==> src/rtl/alu_pkg.sv <==
// alu_pkg: opcodes, FSM state encoding and opcode classification shared by seq_alu
package alu_pkg;
    localparam logic [2:0] OP_ADD = 3'd0;
    localparam logic [2:0] OP_SUB = 3'd1;
    localparam logic [2:0] OP_MUL = 3'd2;
    localparam logic [2:0] OP_DIV = 3'd3;
    localparam logic [2:0] OP_AND = 3'd4;
    localparam logic [2:0] OP_OR  = 3'd5;
    localparam logic [2:0] OP_XOR = 3'd6;
    localparam logic [2:0] OP_ROL = 3'd7;

    typedef logic [1:0] state_t;
    localparam state_t IDLE = 2'd0;
    localparam state_t BUSY = 2'd1;
    localparam state_t DONE = 2'd2;

    function automatic logic is_iter(input logic [2:0] op);
        return op == OP_MUL || op == OP_DIV;
    endfunction
endpackage

==> src/rtl/alu_muldiv_iter.sv <==
// alu_muldiv_iter: shift-add multiplier and restoring divider sharing one accumulator
module alu_muldiv_iter #(parameter int WIDTH = 8) (
    input  logic                 clk,
    input  logic                 rst,
    input  logic                 start_i,
    input  logic                 is_div_i,
    input  logic [WIDTH-1:0]     a_i,
    input  logic [WIDTH-1:0]     b_i,
    output logic                 done_o,
    output logic [2*WIDTH-1:0]   product_or_rem_quot_o
);
    localparam int CW = $clog2(WIDTH);
    logic [2*WIDTH-1:0] acc_q, acc_d;
    logic [WIDTH-1:0] opd, hi, lo;
    logic [WIDTH:0] sum, shl, diff;
    logic [CW-1:0] cnt_q;
    logic run_q;
    // MUL: acc = {partial, multiplier} shifted right; DIV: acc = {remainder, dividend/quotient} shifted left
    always_comb begin
        opd = is_div_i ? b_i : a_i;
        hi = acc_q[2*WIDTH-1:WIDTH];
        lo = acc_q[WIDTH-1:0];
        sum = {1'b0, hi} + (lo[0] ? {1'b0, opd} : '0);
        shl = {hi, lo[WIDTH-1]};
        diff = shl - {1'b0, opd};
        acc_d = is_div_i ? {diff[WIDTH] ? shl[WIDTH-1:0] : diff[WIDTH-1:0], lo[WIDTH-2:0], ~diff[WIDTH]}
                         : {sum, lo[WIDTH-1:1]};
    end
    assign done_o = run_q && cnt_q == CW'(WIDTH - 1);
    assign product_or_rem_quot_o = acc_d;
    always_ff @(posedge clk or posedge rst) begin
        if (rst) begin
            acc_q <= '0;
            cnt_q <= '0;
            run_q <= 1'b0;
        end else if (start_i) begin
            acc_q <= {{WIDTH{1'b0}}, is_div_i ? a_i : b_i};
            cnt_q <= '0;
            run_q <= 1'b1;
        end else if (run_q) begin
            acc_q <= acc_d;
            cnt_q <= done_o ? '0 : cnt_q + 1'b1;
            run_q <= !done_o;
        end
    end
endmodule

==> src/rtl/seq_alu.sv <==
// seq_alu: multi-cycle ALU with valid/ready handshakes, iterative MUL/DIV and status flags
module seq_alu import alu_pkg::*; #(parameter int WIDTH = 8) (
    input  logic                 clk,
    input  logic                 rst,
    input  logic                 in_valid,
    output logic                 in_ready,
    input  logic [WIDTH-1:0]     a,
    input  logic [WIDTH-1:0]     b,
    input  logic [2:0]           opcode,
    output logic                 out_valid,
    input  logic                 out_ready,
    output logic [2*WIDTH-1:0]   result,
    output logic                 zero,
    output logic                 carry,
    output logic                 div_by_zero
);
    localparam int RW = 2 * WIDTH;
    state_t state_q, state_d;
    logic [WIDTH-1:0] a_q, b_q, ca, cb;
    logic [2:0] op_q, cop;
    logic [WIDTH:0] add_w, sub_w;
    logic [RW-1:0] sc_res, md_res, result_q, result_d;
    logic zero_q, carry_q, dbz_q, carry_d, dbz_d, iter, start, md_done, load;
    // live inputs in IDLE, captured operands once the op is in flight
    always_comb begin
        ca = state_q == IDLE ? a : a_q;
        cb = state_q == IDLE ? b : b_q;
        cop = state_q == IDLE ? opcode : op_q;
        add_w = {1'b0, ca} + {1'b0, cb};
        sub_w = {1'b0, ca} - {1'b0, cb};
        iter = is_iter(cop) && !(cop == OP_DIV && cb == '0);
        start = state_q == IDLE && in_valid && iter;
        sc_res = cop == OP_ADD ? RW'(add_w) :
                 cop == OP_SUB ? RW'(sub_w) :
                 cop == OP_AND ? RW'(ca & cb) :
                 cop == OP_OR  ? RW'(ca | cb) :
                 cop == OP_XOR ? RW'(ca ^ cb) :
                 cop == OP_ROL ? RW'({ca[WIDTH-2:0], ca[WIDTH-1]}) :
                                 {ca, {WIDTH{1'b1}}};
        result_d = state_q == BUSY ? md_res : sc_res;
        carry_d = (cop == OP_ADD && add_w[WIDTH]) || (cop == OP_SUB && sub_w[WIDTH]);
        dbz_d = state_q == IDLE && cop == OP_DIV;
        load = (state_q == IDLE && in_valid && !iter) || (state_q == BUSY && md_done);
        state_d = state_q == IDLE ? (in_valid ? (iter ? BUSY : DONE) : IDLE) :
                  state_q == BUSY ? (md_done ? DONE : BUSY) :
                                    (out_ready ? IDLE : DONE);
    end
    alu_muldiv_iter #(.WIDTH(WIDTH)) u_muldiv (
        .clk(clk),
        .rst(rst),
        .start_i(start),
        .is_div_i(cop == OP_DIV),
        .a_i(ca),
        .b_i(cb),
        .done_o(md_done),
        .product_or_rem_quot_o(md_res)
    );
    always_ff @(posedge clk or posedge rst) begin
        if (rst) begin
            state_q <= IDLE;
            a_q <= '0;
            b_q <= '0;
            op_q <= '0;
            result_q <= '0;
            zero_q <= 1'b0;
            carry_q <= 1'b0;
            dbz_q <= 1'b0;
        end else begin
            state_q <= state_d;
            if (state_q == IDLE) begin
                a_q <= a;
                b_q <= b;
                op_q <= opcode;
            end
            if (load) begin
                result_q <= result_d;
                zero_q <= result_d == '0;
                carry_q <= carry_d;
                dbz_q <= dbz_d;
            end
        end
    end
    assign in_ready = state_q == IDLE && !rst;
    assign out_valid = state_q == DONE;
    assign result = result_q;
    assign zero = zero_q;
    assign carry = carry_q;
    assign div_by_zero = dbz_q;
endmodule

==> config.mk <==
export PLATFORM = sky130hd
export DESIGN_NAME = seq_alu
export DESIGN_NICKNAME = d
export VERILOG_FILES = /design/src/rtl/alu_pkg.sv /design/src/rtl/alu_muldiv_iter.sv /design/src/rtl/seq_alu.sv
export SDC_FILE = /design/constraint.sdc
export NUM_CORES = 1
export LEC_CHECK = 0
export CORE_MARGIN = 2
export CORE_UTILIZATION = 40
export DETAILED_ROUTE_END_ITERATION = 16
export GPL_ROUTABILITY_DRIVEN = 0
export HOLD_SLACK_MARGIN = 0.08
export PLACE_DENSITY = 0.65
export SLEW_MARGIN = 20
export SYNTH_ARGS = -nofsm -noshare
export SYNTH_HDL_FRONTEND = slang
export SYNTH_SLANG_ARGS = --single-unit
==> constraint.sdc <==
create_clock -name clk -period 5.9 [get_ports clk]
set_clock_uncertainty 0.05 [all_clocks]
set_input_delay 0.885 -clock clk [delete_from_list [all_inputs] [get_ports clk]]
set_output_delay 0.885 -clock clk [all_outputs]
set_load 0.1 [all_outputs]
==> results.yml <==
outcome:
  status: "finished, final reports clean"
timing:
  post-route-period-util_pct: 89.6
  finalHoldViolCount: 0
  rsz0062_at_grt: "false"
  finalSetupViolations: 0
  tightest_slew_ns: 0.995
  timing.fmax_mhz: 189
  setup_tns_ns: 0
  layout_min_cycle_time_ns: 5.28
  slew_headroom_pct: 33.4
  finalMaxSlewViolations: 0
grt:
  use_met1_pct: 32.2
  grt_pass1_vias: 4834
  grt_max_degree: 61
  antenna_found_initial: 0
  grt.total_usage_pct: 23.8
  grt_overflow: 0
  gr-max-usage-layer: "met2"
  use_met3_pct: 5.40
  met2_usage_pct: 37.6
  grt_pass1_wl_um: 26200
final_layout:
  final_cell_mix: "nor2_1, nand2_1, dfrtp_1, o21ai_0, clkdlybuf4s50_1"
  nFillCells: 1199
  diodes: 0
  layout_commonest_cell: "nor2_1"
  nets: 726
  drive_above_1_share_pct: 8.46
  fin_area_sq_um: 6080
  syn2layout_area_growth_pct: 18.3
cts:
  htree_levels: 3
  cts_buffers: 9
  cts_tree: "done"
  cts.sinks: 60
  clkTransAtPathRegs_ns: 0.06
  clk_latency_ns: 0.35
  cts_resized: 0
  clk_path_buf_depth: 2
  root_buffer: "clkbuf_16"
  post-cts-setup-buffers: 0
  postCtsHoldBufs: 0
detailed_routing:
  viasPerCell: 5.97
  drc_errors: 0
  wire_per_inst_um: 19.3
  wl_um: 16100
  drt_iter0_drc: 642
  vias: 4978
  first_pass_iters: 6
  postRouteAntennaNets: 0
synthesis:
  synth_seq_cells: 60
  yosysSeqAreaShare_pct: 29.2
  syn-num-nets: 687
  async_flop_share_pct: 100
  synth_cells: 618
  syn_area_sq_um: 5140
  ys.flop_type: "dfrtp_1"
  synth.distinct_cells: 76
  synth.avg_cell_area_sq_um: 8.32
  synth-edff-count: 0
  yosysWarnings: 0
die:
  initial_core_util_pct: 40.9
  die_x_um: 117
  num_rows: 41
  core_sq_um: 12600
  boundaryPins: 44
  dieArea_sq_um: 13800
  die_h_um: 117
placement:
  io_buffers: 43
  hpwl_um: 12100
  place_area_sq_um: 5750
setup_path:
  critPathCaptureType: "flip-flop"
  path_max_fanout: 27
  worst_path_max_delay_cell: "xnor2_1"
  slowest_delay_ns: 0.60
  critical_path_class: "input pin to flip-flop"
  critPathRequiredTime_ns: 6.10
  path_common_cell: "a21oi_1"
  cp-start-kind: "input pin"
  arrival_ns: 5.49
  path_cells: "clkdlybuf4s50_1, or4b_4, o21ai_4, nand2_1, buf_4, a21oi_1, ha_1, fa_1, nor2b_1, o2111ai_1, a31oi_1, xnor2_1, nor2_1, a21oi_1, o21ai_0, or4_1, o31ai_2"
run:
  cap_violations: 0
worst_hold_path:
  holdCritPathClass: "flip-flop to flip-flop"
==> layer usage <==
metal / wire [um] / vias to the layer above
met1: 6940 / 2341
met3: 1370 / 53
met2: 7200 / 275
li1: - / 2309
met5: 0 / -
met4: 577 / 0
==> state kept, by name (all words and copies together), names as in the netlist <==
register        flops
a_q                 8
b_q                 8
carry               1
div_by_zero         1
op_q                3
result             16
state_q             2
u_muldiv.acc_q     16
u_muldiv.cnt_q      3
u_muldiv.run_q      1
zero                1
==> synthesized netlist by cell type, types with 5 or more instances <==
cell type	n	area [sq um]
o2111ai_1	5	43.8
a21oi_1	36	180
xnor2_1	9	78.8
nor2_1	70	263
o22ai_1	8	50.1
a21o_1	9	67.6
a211oi_1	10	75.1
mux2i_1	25	250
dfrtp_1	60	1500
o211ai_1	9	67.6
nor3_1	13	65.1
xor2_1	8	70.1
ha_1	42	526
o21ai_0	50	250
nand2_1	64	240
buf_2	9	45.0
a31oi_1	7	43.8
inv_1	35	131
nand2b_1	6	37.5
clkbuf_1	18	67.6
nor2b_1	6	37.5
nand3_1	13	65.1
mux2_2	9	101
o31ai_1	6	45.0
==> layout make-up <==
class,instances,area [sq um],area share [%]
Multi-Input combinational cell,489,3340,54.9
Sequential cell,60,1500,24.7
Timing Repair Buffer,59,551,9.05
Clock buffer,11,243,3.99
Tap cell,172,215,3.54
Inverter,38,148,2.43
Clock inverter,5,83.8,1.38
==> kinds of logic (layout without fill, tap and decap cells) <==
group,after synthesis,after routing,synth area share (%)
AO/OA/AOI/OAI,184,184,23.8
buffers and inverters,69,113,5.82
AND/OR/NAND/NOR,207,207,19.4
XOR/XNOR,17,17,2.90
flip-flops,60,60,29.2
adder cells (fa/ha/maj),46,46,11.8
multiplexers,35,35,7.11
==> worst paths after layout <==
kind / startpoint / endpoint / slack (ns) / cells after the start
min: carry / carry / 0.42 / 2
max: opcode[1] / zero / 0.62 / 17
min in group asynchronous: rst / a_q[0] / 1.08 / 3
min reg2reg: carry / carry / 0.42 / 2
max in group asynchronous: rst / u_muldiv.cnt_q[0] / 4.21 / 3
max reg2reg: state_q[1] / zero / 0.93 / 17
==> worst max-delay path, delay by kind of cell <==
| family | cells | cell delay (ns) |
|---|---|---|
| simple gates | 5 | 1.39 |
| compound gates | 7 | 1.35 |
| buf+inv | 2 | 0.79 |
| xor+xnor | 1 | 0.60 |
| fa+ha+maj | 2 | 0.47 |
==> through the flow <==
step	hold slack [ns]	setup slack [ns]	util, %	instances
after floorplan	0.438	1.13	-	618
after global placement	0.401	0.548	45.8	818
after detailed placement	0.416	0.378	45.8	818
after CTS	0.428	0.698	48.4	834
after global routing	0.461	0.250	48.4	834
final	0.424	0.615	48.4	834
Power is left out: the tool's default activity adds up to more than one toggle a clock period on the data nets, which glitch-free logic cannot reach.
==> RTL change, RTL diff (same flow settings) <==
`WIDTH` is set to 8 in 2 places; all go to 16.
--- a/src/rtl/alu_muldiv_iter.sv
+++ b/src/rtl/alu_muldiv_iter.sv
@@ -1,5 +1,5 @@
 // alu_muldiv_iter: shift-add multiplier and restoring divider sharing one accumulator
-module alu_muldiv_iter #(parameter int WIDTH = 8) (
+module alu_muldiv_iter #(parameter int WIDTH = 16) (
     input  logic                 clk,
     input  logic                 rst,
     input  logic                 start_i,
--- a/src/rtl/seq_alu.sv
+++ b/src/rtl/seq_alu.sv
@@ -1,5 +1,5 @@
 // seq_alu: multi-cycle ALU with valid/ready handshakes, iterative MUL/DIV and status flags
-module seq_alu import alu_pkg::*; #(parameter int WIDTH = 8) (
+module seq_alu import alu_pkg::*; #(parameter int WIDTH = 16) (
     input  logic                 clk,
     input  logic                 rst,
     input  logic                 in_valid,
Ports: changed (resized a, b and result); port bits go from 44 to 76. The function was not compared with the original's and may differ.
==> RTL change against the unedited design <==
- final cell count is 110% higher
- setup slack worse by 0.42 ns
- die area rose by 91%
- final area is 100% higher
- sequential cell count is 49 higher
- synthesized cell count increased by 100%
- routed wire length up 140%
- area after synthesis rose by 95%
- first-iteration DRC count increased to 2.6 times the old value
Power is left out: the tool's default activity adds up to more than one toggle a clock period on the data nets, which glitch-free logic cannot reach.
==> RTL change: results (changes against the unedited design) <==
INFO  metric rr_startpoint = state_q[0]
INFO  metric synthAdderAreaFrac = 10.9% (-0.88 points)
INFO  metric r2r_worst_path_depth = 14 (-3)
INFO  metric gr-usage-met2 = 42.7% (+5.1 points)
INFO  metric synth.top_cells.by_count = 118 x nand2_1, 110 x nor2_1, 109 x dfrtp_1
INFO  metric place_inst = 1,704 (+110%)
INFO  metric detail_route.iter0.violations = 1,651 (+160%)
INFO  metric drt-wirelength-per-cell = 22.7 um (+17%)
INFO  metric cp_slowest_cell = a2111oi_1
INFO  metric avgSynthCellArea = 8.07 um2 (-3.0%)
INFO  metric core = 24,500 um2 (+95%)
INFO  metric yosysSeqAreaShare = 27.2% (-2.0 points)
INFO  metric worst_ep_arrival_time = 5.95 ns (+0.46 ns)
INFO  metric clock_transition_at_the_registers_of_the_reported_paths = 0.09 ns (+0.03 ns)
INFO  metric nFlopsAndLatches = 109 (+82%)
INFO  metric synth_compound_gate_area_share = 27.4% (+3.5 points)
INFO  metric layout.nonclk_buf_share = 14.6% (+5.6 points)
INFO  metric met3_wire_len = 4520 um (+230%)
INFO  metric inverters = 73 (+92%)
INFO  metric worst_hold_path.num_cells = 1 (-1)
INFO  metric synth-xor-area-share = 3.23% (+0.33 points)
INFO  metric mappedNetlistNets = 1,368 (+99%)
INFO  metric clkLatencyLatePin = 0.38 ns (+0.03 ns)
INFO  metric num-clock-buffers = 9 (-2)
INFO  metric plain_repair_buffers = 211 (+260%)
INFO  metric drt-total-wl = 39,000 um (+140%)
INFO  metric sequential_cell_area = 2730 um2 (+82%)
INFO  metric multi_input_area = 6780 um2 (+100%)
INFO  metric grt_util_met1 = 42.5% (+10 points)
INFO  metric drive_gt1_share = 14.9% (+6.5 points)
INFO  metric dr_wl_met2 = 15,900 um (+120%)
INFO  metric finalNetCount = 1,518 (+110%)
INFO  metric dpl_cell_area = 11,900 um2 (+110%)
INFO  metric grt_use_met3 = 6.57% (+1.2 points)
INFO  metric critical_path.max_stage_delay = 0.92 ns (+0.32 ns)
INFO  metric run_status = complete, no violations
INFO  metric hold_slack = 0.448 ns (+0.0239 ns)
INFO  metric met1_length = 16,800 um (+140%)
INFO  metric yosys-mux-area-fraction = 7.17% (+0.062 points)
INFO  metric dpl.hpwl = 29,100 um (+140%)
INFO  metric timing_worst_slew_pin_value = 0.988 ns (-0.00710 ns)
INFO  metric layout.clock.cell_area_share = 2.47% (-2.9 points)
INFO  metric synth_top_cells_by_area = dfrtp_1 27%, ha_1 10%, mux2i_1 5.5%, a21oi_1 5.4%, o21ai_0 4.5%
INFO  metric post_placement_worst_setup_slack = -0.117 ns (-0.495 ns)
INFO  metric grt_pass1_wl = 59,400 um (+130%)
INFO  metric grt_max_degree = 68 (+11%)
INFO  metric groute.usage.overall = 29.5% (+5.7 points)
INFO  metric synth.lib_cells_used.distinct = 90 (+18%)
INFO  metric min_delay_worst_endpoint = result[25]
INFO  metric final_util = 50.2% (+1.9 points)
INFO  metric fillCellCount = 2,325 (+94%)
INFO  metric port_buffers = 75 (+74%)
## RTL change: cell types whose count changed after synthesis, sizes merged, moves of 19 or more
| cell | delta |
|---|---|
| ha | +39 |
| o21ai | +44 |
| nand3 | +26 |
| a21oi | +75 |
| clkbuf | +33 |
| inv | +37 |
| dfrtp | +49 |
| xnor2 | +19 |
| o211ai | +29 |
| nor2 | +40 |
| nand2 | +54 |
| mux2i | +29 |
## RTL change: worst max path at each step
stage | startpoint | endpoint | slack (ns)
2_1_floorplan | opcode[1] | zero | 0.009
3_3_place_gp | opcode[1] | zero | -0.11
3_5_place_dp | opcode[2] | zero | -0.12
4_1_cts | opcode[2] | zero | 0.23
5_1_grt | opcode[2] | zero | -0.005
6_report | state_q[0] | zero | 0.20
## RTL change: worst max-delay path, delay by kind of cell, from the launching register on
kind,cells,cell delay [ns]
buf+inv,1,0.27
compound gates,5,1.90
flops,1,0.41
mux,1,0.69
simple gates,6,1.75
fa+ha+maj,1,0.53
